--- config.mk ---
export PLATFORM = sky130hd
export DESIGN_NAME = router_input_port
export DESIGN_NICKNAME = d
export VERILOG_FILES = /design/src/rtl/router_pkg.sv /design/src/rtl/router_input_fifo.sv /design/src/rtl/router_input_port.sv
export SDC_FILE = /design/constraint.sdc
export NUM_CORES = 1
export LEC_CHECK = 0
export BUFFER_PORTS_ARGS = -buffer_cell sky130_fd_sc_hd__clkbuf_2
export CORE_MARGIN = 2
export CORE_UTILIZATION = 45
export DETAILED_ROUTE_END_ITERATION = 6
export MAX_ROUTING_LAYER = met4
export PLACE_DENSITY = 0.72
export SYNTH_ARGS = -nofsm -noshare
export SYNTH_HDL_FRONTEND = slang
export SYNTH_SLANG_ARGS = --single-unit
--- constraint.sdc ---
create_clock -name clk -period 5.9 [get_ports clk]
set_clock_uncertainty 0.05 [all_clocks]
set_input_delay 0.59 -clock clk [delete_from_list [all_inputs] [get_ports clk]]
set_output_delay 0.59 -clock clk [all_outputs]
set_load 0.005 [all_outputs]
--- src/rtl/router_pkg.sv ---
// Shared types, flit field offsets and the XY routing function for the router input side.
// Latency: none (declarations and a pure combinational function only).
// Backpressure: not applicable.
package router_pkg;

    localparam int FLIT_SIZE_DEF = 34;
    localparam int NUM_DIRS      = 5;

    // Output directions; the value is also the bit index in a one-hot request.
    typedef enum logic [2:0] {
        DIR_N = 3'd0,
        DIR_S = 3'd1,
        DIR_W = 3'd2,
        DIR_E = 3'd3,
        DIR_L = 3'd4
    } noc_dir_t;

    // Input port packet state.
    typedef enum logic {
        ST_IDLE = 1'b0,
        ST_PKT  = 1'b1
    } port_state_t;

    // Field positions given as distance below the flit width, so any FlitSize works.
    localparam int HEAD_OFS  = 1;
    localparam int TAIL_OFS  = 2;
    localparam int SRC_Y_OFS = 3;
    localparam int SRC_X_OFS = 6;
    localparam int DST_Y_OFS = 9;
    localparam int DST_X_OFS = 12;

    // Dimension-ordered route: resolve X first, then Y, else deliver locally.
    function automatic logic [NUM_DIRS-1:0] xy_route(
        input logic [2:0] dst_x,
        input logic [2:0] dst_y,
        input logic [2:0] pos_x,
        input logic [2:0] pos_y
    );
        noc_dir_t dir;
        if (dst_x > pos_x) begin
            dir = DIR_E;
        end else if (dst_x < pos_x) begin
            dir = DIR_W;
        end else if (dst_y > pos_y) begin
            dir = DIR_S;
        end else if (dst_y < pos_y) begin
            dir = DIR_N;
        end else begin
            dir = DIR_L;
        end
        return NUM_DIRS'(1) << dir;
    endfunction

endpackage

--- src/rtl/router_input_fifo.sv ---
// Register-based circular flit buffer with full/empty/count status.
// Latency: a flit written at edge t is readable at the head from cycle t+1; no bypass.
// Backpressure: pushes while full and pops while empty are ignored; caller gates on status.
module router_input_fifo
    import router_pkg::*;
#(
    parameter int Depth    = 4,
    parameter int FlitSize = FLIT_SIZE_DEF
) (
    input  logic                        clk,
    input  logic                        rst,
    input  logic                        push_i,
    input  logic [FlitSize-1:0]         wr_dat_i,
    input  logic                        pop_i,
    output logic [FlitSize-1:0]         rd_dat_o,
    output logic                        full_o,
    output logic                        empty_o,
    output logic [$clog2(Depth):0]      count_o
);

    localparam int PTR_W = $clog2(Depth);
    localparam int CNT_W = PTR_W + 1;

    logic [FlitSize-1:0] mem_q [Depth];
    logic [PTR_W-1:0]    wr_ptr_q, wr_ptr_d;
    logic [PTR_W-1:0]    rd_ptr_q, rd_ptr_d;
    logic [CNT_W-1:0]    count_q, count_d;
    logic                do_push, do_pop;

    assign full_o   = (count_q == CNT_W'(Depth));
    assign empty_o  = (count_q == '0);
    assign count_o  = count_q;
    assign rd_dat_o = mem_q[rd_ptr_q];

    assign do_push = push_i && !full_o;
    assign do_pop  = pop_i && !empty_o;

    // Next pointers wrap naturally because Depth is a power of two.
    always_comb begin
        wr_ptr_d = wr_ptr_q + PTR_W'(do_push);
        rd_ptr_d = rd_ptr_q + PTR_W'(do_pop);
        count_d  = count_q + CNT_W'(do_push) - CNT_W'(do_pop);
    end

    // Storage and pointers; reset clears storage so the head reads zero when empty.
    always_ff @(posedge clk) begin
        if (rst) begin
            for (int i = 0; i < Depth; i++) begin
                mem_q[i] <= '0;
            end
            wr_ptr_q <= '0;
            rd_ptr_q <= '0;
            count_q  <= '0;
        end else begin
            if (do_push) begin
                mem_q[wr_ptr_q] <= wr_dat_i;
            end
            wr_ptr_q <= wr_ptr_d;
            rd_ptr_q <= rd_ptr_d;
            count_q  <= count_d;
        end
    end

endmodule

--- src/rtl/router_input_port.sv ---
// Router input port: buffers link flits, XY-routes each packet and requests/forwards to outputs.
// Latency: flit accepted at edge t drives data_out/request in cycle t+1; 1 flit/cycle sustained.
// Backpressure: stop_out while the FIFO is full; forwarding waits on grant (head) and out_ready.
module router_input_port
    import router_pkg::*;
#(
    parameter int FlitSize = FLIT_SIZE_DEF,
    parameter int Depth    = 4
) (
    input  logic                clk,
    input  logic                rst,
    input  logic [2:0]          position_x,
    input  logic [2:0]          position_y,
    input  logic [FlitSize-1:0] data_in,
    input  logic                data_void_in,
    output logic                stop_out,
    output logic [4:0]          request,
    input  logic [4:0]          grant,
    input  logic [4:0]          out_ready,
    output logic [FlitSize-1:0] data_out,
    output logic                forwarding,
    output logic                forwarding_head,
    output logic                forwarding_tail,
    output logic                drop_pulse
);

    localparam int CNT_W = $clog2(Depth) + 1;

    logic                fifo_push, fifo_pop;
    logic                fifo_full, fifo_empty;
    logic [CNT_W-1:0]    fifo_count;
    port_state_t         state_q;
    logic [NUM_DIRS-1:0] route_q;
    logic                head_bit, tail_bit;
    logic [2:0]          dst_x, dst_y;
    logic [NUM_DIRS-1:0] head_route;

    // Full is taken from the registered count so stop_out never depends on this cycle's pop.
    assign stop_out  = (fifo_count == CNT_W'(Depth));
    assign fifo_push = !data_void_in && !stop_out;
    assign fifo_pop  = forwarding || drop_pulse;

    router_input_fifo #(
        .Depth    (Depth),
        .FlitSize (FlitSize)
    ) u_fifo (
        .clk      (clk),
        .rst      (rst),
        .push_i   (fifo_push),
        .wr_dat_i (data_in),
        .pop_i    (fifo_pop),
        .rd_dat_o (data_out),
        .full_o   (fifo_full),
        .empty_o  (fifo_empty),
        .count_o  (fifo_count)
    );

    assign head_bit   = data_out[FlitSize-HEAD_OFS];
    assign tail_bit   = data_out[FlitSize-TAIL_OFS];
    assign dst_y      = data_out[FlitSize-DST_Y_OFS -: 3];
    assign dst_x      = data_out[FlitSize-DST_X_OFS -: 3];
    assign head_route = xy_route(dst_x, dst_y, position_x, position_y);

    // Request/forward decision; in PKT the arbiter is locked so only out_ready matters.
    always_comb begin
        request    = '0;
        forwarding = 1'b0;
        drop_pulse = 1'b0;
        case (state_q)
            ST_IDLE: begin
                if (!fifo_empty) begin
                    if (head_bit) begin
                        request    = head_route;
                        forwarding = |(head_route & grant & out_ready);
                    end else begin
                        drop_pulse = 1'b1;
                    end
                end
            end
            ST_PKT: begin
                request    = route_q;
                forwarding = !fifo_empty && |(route_q & out_ready);
            end
            default: ;
        endcase
    end

    // A head-flagged flit inside a packet is just payload, so only IDLE forwards count as heads.
    assign forwarding_head = forwarding && (state_q == ST_IDLE);
    assign forwarding_tail = forwarding && tail_bit;

    // Packet FSM: latch the route when a multi-flit head leaves, release on the tail.
    always_ff @(posedge clk) begin
        if (rst) begin
            state_q <= ST_IDLE;
            route_q <= '0;
        end else begin
            case (state_q)
                ST_IDLE: begin
                    if (forwarding && !tail_bit) begin
                        state_q <= ST_PKT;
                        route_q <= request;
                    end
                end
                ST_PKT: begin
                    if (forwarding && tail_bit) begin
                        state_q <= ST_IDLE;
                    end
                end
                default: state_q <= ST_IDLE;
            endcase
        end
    end

`ifndef SYNTHESIS
    a_request_onehot0: assert property (@(posedge clk) disable iff (rst) $onehot0(request));
    a_no_push_when_full: assert property (@(posedge clk) disable iff (rst) !(fifo_push && fifo_full));
    a_no_fwd_when_empty: assert property (@(posedge clk) disable iff (rst) !(forwarding && fifo_empty));
`endif

endmodule

==> Word-level counts from Yosys, hierarchy flattened <==
Memory sizes are Yosys's and may differ from the RTL's. A register that Yosys moved wholly into a read port is not among the register bits.
Index checks and enable logic that the tools add are counted.
{ "totals": {"reg_bits": 13, "ram_bits": 136, "in_bits": 53, "output_inout_bits": 44, "n_memories": 1} }
{ "memory_table": {"columns": ["memory", "words", "width", "read_ports", "rd_clocked_by_memory_dff", "write_ports", "line_no", "text"], "rows": [
  ["u_fifo.mem_q", 4, 34, 1, 1, 4, "router_input_fifo.sv:24", "logic [FlitSize-1:0] mem_q [Depth];"]
]} }
{ "op_classes": {"n_addsub": 4, "order_cmp": 4, "n_eq_ne": 1, "n_shift": 1, "muxes": 25, "n_bitwise": 4, "reduce_logical": 17} }
{ "ops": {"columns": ["op", "n"], "rows": [
  ["$mux W34", 1],
  ["$reduce_or A34 Y1", 1],
  ["$and A5 B5 Y5", 3],
  ["$mux W1", 13],
  ["$mux W3", 4],
  ["$mux W5", 2],
  ["$pmux W5 S2", 1],
  ["$reduce_or A5 Y1", 2],
  ["$logic_and A1 B1 Y1", 7],
  ["$gt A3 B3 Y1", 2],
  ["$lt A3 B3 Y1", 2],
  ["$shl A1 B3 Y5 const A", 1],
  ["$add A2 B1 Y2", 2],
  ["$logic_not A1 Y1", 4],
  ["$mux W2", 2],
  ["$pmux W1 S2", 2],
  ["$add A3 B1 Y3", 1],
  ["$eq A3 B3 Y1 const B", 1],
  ["$logic_not A3 Y1", 1],
  ["$sub A3 B1 Y3", 1],
  ["$reduce_and A2 Y1", 1],
  ["$logic_or A1 B1 Y1", 1],
  ["$not A1 Y1", 1]
]} }

==> Logic depth before layout (Yosys ltp) <==
{ "depth": {"depth_word": 16, "ltp_mapped": 16} }

==> Hierarchy <==
Synthesis repeated with hierarchy kept, for this count alone.
{ "unflattened": {"cells_unflattened": 463, "hier_area_um2": 6989.2} }
{ "by_module_without_submodules": {"columns": ["module", "instances", "cells_each", "area_per_inst_um2"], "rows": [
  ["router_input_fifo", 1, 370, 6302.3],
  ["router_input_port", 1, 93, 686.9]
]} }

==> Worst setup path after synthesis <==
Ideal clock, no wire load.
{ "synth_timing": {"path_type": "reg2reg", "startpoint": "reg u_fifo.rd_ptr_q[0] (netlist name)", "endpoint": "reg u_fifo.count_q[2], in the netlist u_fifo.count_o[2]", "setup_time_ps": 128, "t_arrival_ps": 4363, "t_required_ps": 5722, "setup_slack_ps": 1360, "stages_incl_launch_ff": 17, "path_buffers": 3, "synth_period_minus_slack_ps": 4540, "path_cell_list": "dfxtp_1 > buf_6 > buf_1 > mux4_2 > ha_1 > nor2b_1 > a221oi_1 > mux2_2 > o221a_2 > buf_2 > o21ai_0 > xor2_1 > ha_1 > fa_1 > xnor2_1 > xnor2_1 > nor2_1"} }
{ "synth_lines": {"columns": ["element", "line_no", "text"], "rows": [
  ["end signal, assigned", "router_input_fifo.sv:60", "count_q <= count_d;"],
  ["end, declared", "router_input_fifo.sv:27", "logic [CNT_W-1:0] count_q, count_d;"]
]} }

==> run_results.csv <==
group,metric,value,unit
status,outcome,"completed",
logic_synthesis,synth_area_leader_cell,"edfxtp_1",
floorplan,fp.dieArea,16080,um^2
hold_path,holdPathEnd,"u_fifo.mem_q[3][17]$_DFFE_PP_",
floorplan,floorplan.io_pins,97,
drt,post-route-drc-count,0,
clock_network,cts_buffers,17,
floorplan,die_y,126.8,um
worst_setup_path,ff2ff_path_depth,13,
drt,via_per_inst,5.423,
power,peakVddDrop,0.2357,mV
logic_synthesis,ys_seq_area_share,63.99,%
clock_network,clock_tree.root_cell,"clkbuf_16",
power,p_per_area,402.9,nW/um^2
logic_synthesis,syn-num-nets,520,
clock_network,insertion_delay,0.42,ns
hold_path,holdPathStages,2,
drt,wirelength,14.19,mm
floorplan,initial_utilization,46.36,%
grt,grt_first_pass_wirelength,22.39,mm
worst_setup_path,rrSetupSlack,1.54,ns
power,p_total,3.233,mW
clock_network,clk_pin_slew_worst_paths,0.06,ns
worst_setup_path,crit_chain,"buf_4, mux4_2, ha_1, nand3_1, or2_2, o221a_2, o21ai_0, xor2_1, ha_1, fa_1, xnor2_1, xnor2_1, nor2_1",
drt,wl_per_cell,18.90,um
floorplan,std_cell_rows,44,
logic_synthesis,syn-cell-area,6789,um^2
logic_synthesis,async_reset_ff_share,0,%
clock_network,cts_resized,0,
worst_setup_path,arrival,4.60,ns
worst_setup_path,crit_path_max_incr_delay,0.62,ns
floorplan,die_x,126.8,um
placement,routabilityCongestion,0.8011,
worst_setup_path,cp-end-kind,"register",
drt,vias,4073,
logic_synthesis,synth_common_cells,"and2_1 (137), edfxtp_1 (136), mux4_2 (34), clkbuf_1 (18), dfxtp_1 (13)",
grt,gr-total-overflow,0,
clock_network,clock-sinks,149,
logic_synthesis,yosys_warnings,0,
logic_synthesis,syn_inst,458,
worst_setup_path,crit_type,"reg2reg",
logic_synthesis,ys.flop_type,"edfxtp_1",
placement,io_buffers,96,
final_layout,fin_util,54.79,%
floorplan,coreArea,14640,um^2
logic_synthesis,synth.distinct_cells,39,
drt,firstDrtPassIters,5,
clock_network,tritoncts,"built",
final_layout,drive_above_1_share,31.98,%
sta,hold_violations,0,
worst_setup_path,worst-path-buf-inv,1,
final_layout,syn_to_final_growth,18.19,%
drt,drtAntennaViolNets,0,
worst_setup_path,rr_startpoint,"u_fifo.rd_ptr_q[0]$_SDFF_PP0_",
sta,setup_viol,0,
hold_path,hold_path.class,"in2reg",
worst_setup_path,rr_endpoint,"u_fifo.count_o[2]$_SDFF_PP0_",
sta,setup_tns,0,ns
sta,min_period,4.357,ns
worst_setup_path,path_max_fanout,31,
sta,tightest_slew,1.111,ns
logic_synthesis,syn_area_per_cell,14.82,um^2
worst_setup_path,crit_slowest_cell,"mux4_2",
clock_network,holdBufCountCts,0,
logic_synthesis,synth_edf_count,136,
sta,max_freq,0.2295,GHz
grt,grt_max_degree,36,
sta,fin_hold_ws,0.4281,ns
final_layout,nets,615,
clock_network,htree_levels,4,
clock_network,post_cts_buffers,0,
grt,gr-usage-all-layers,19.11,%
logic_synthesis,synth_area_leaders,"edfxtp_1 (60%), and2_1 (13%), mux4_2 (11%)",
grt,grt_pass1_vias,4245,
grt,antenna_found_initial,1,
sta,period_share,73.84,%
job,maxCapViolCount,0,
drt,drt_iter0_drc,347,
logic_synthesis,synth.most_common_cell,"and2_1",
hold_path,min_from,"data_in[17]",
placement,dp.final_hpwl,8.613,mm
logic_synthesis,ys_ff_latch,149,
final_layout,fill_cells,1219,
sta,report.final.slew_viol_count,0,
worst_setup_path,cp-start-kind,"register",
power,leakage,3.121,nW
clock_network,clock_path_buffers,2,
sta,slew_headroom,25.92,%
worst_setup_path,required,6.14,ns
worst_setup_path,cp_top_family,"adder cells",
sta,rsz0062_at_grt,"false",
logic_synthesis,synth_top_area_share,60.15,%
==> flip-flops by register name, summed over array words and instances, names as in the netlist, named ones only <==
name             cells
route_q              5
u_fifo.rd_ptr_q      2
u_fifo.count_o       3
u_fifo.mem_q       136
u_fifo.wr_ptr_q      2
==> layout make-up <==
type	count	area, um^2	share of cell area, %
inverters	9	33.78	0.4210
flip-flops and latches	149	4347	54.17
diodes	1	2.502	0.03119
well taps	184	230.2	2.869
clock inverters	15	142.6	1.778
repair buffers	102	525.5	6.549
clock buffers	17	425.4	5.302
multi-input cells	274	2317	28.88
==> cell usage in the layout, fill, tap and decap left out, types with 5 or more instances in the layout <==
cell and n:
and2_1 137, edfxtp_1 136, clkbuf_2 96, mux4_2 34
clkbuf_16 17, nand2_1 11, dfxtp_1 11, o21ai_0 10
inv_1 9, nor2_1 8, a21oi_1 8, ha_1 8
nand3_1 6, nor2b_1 6, buf_4 6, nor3_1 5
or3_1 5
==> layer usage <==
metal,vias to the layer above,wire [um],track usage (%)
li1,1880,-,-
met1,2041,6211,24.38
met2,140,6935,30.52
met3,12,913,5.567
met4,0,131,4.590
met5,-,0,-
==> report_power, final <==
group	switching, mW	leakage, nW	total [mW]	internal [mW]
sequential	0.0550	1.52	1.35	1.29
clock	0.444	0.270	1.03	0.590
combinational	0.447	1.33	0.851	0.404
==> logic make-up after synthesis <==
logic type | share of synthesized area [%]
muxes | 11.78
AOI/OAI and AO/OA | 2.931
and+or+nand+nor | 16.92
buffers and inverters | 2.101
adders and majority gates | 1.769
xor gates and xnor gates | 0.5161
DFF | 63.99
==> stage by stage <==
stage / worst slack [ns] / cells / cell area [um^2]
5_1_grt: 1.210 / 751 / 8024
4_1_cts: 1.483 / 750 / 8021
3_5_place_dp: 1.511 / 718 / 7453
6_report: 1.543 / 751 / 8024
3_3_place_gp: 1.641 / 718 / 7453
2_1_floorplan: 1.360 / 458 / 6789
==> worst reg2reg max path, delay by kind of cell (launching register included) <==
kind / cells / cell delay [ns]
XOR/XNOR: 3 / 0.45
AO/OA/AOI/OAI: 2 / 0.66
multiplexers: 1 / 0.63
AND/OR/NAND/NOR: 3 / 0.52
buffers and inverters: 1 / 0.56
adder cells (fa/ha/maj): 3 / 0.94
flip-flops: 1 / 0.43
==> worst max path at each step <==
stage	startpoint	endpoint	slack [ns]	cells after the start
after floorplan	u_fifo.rd_ptr_q[0]$_SDFF_PP0_	u_fifo.count_o[2]$_SDFF_PP0_	1.36	16
after global placement	u_fifo.rd_ptr_q[0]$_SDFF_PP0_	u_fifo.count_o[2]$_SDFF_PP0_	1.64	13
after detailed placement	u_fifo.rd_ptr_q[0]$_SDFF_PP0_	u_fifo.count_o[2]$_SDFF_PP0_	1.51	13
after CTS	u_fifo.rd_ptr_q[0]$_SDFF_PP0_	u_fifo.count_o[2]$_SDFF_PP0_	1.48	13
after global routing	u_fifo.rd_ptr_q[0]$_SDFF_PP0_	u_fifo.count_o[2]$_SDFF_PP0_	1.21	13
final	u_fifo.rd_ptr_q[0]$_SDFF_PP0_	u_fifo.count_o[2]$_SDFF_PP0_	1.54	13
No activity file was read; power rests on OpenSTA's default activity.
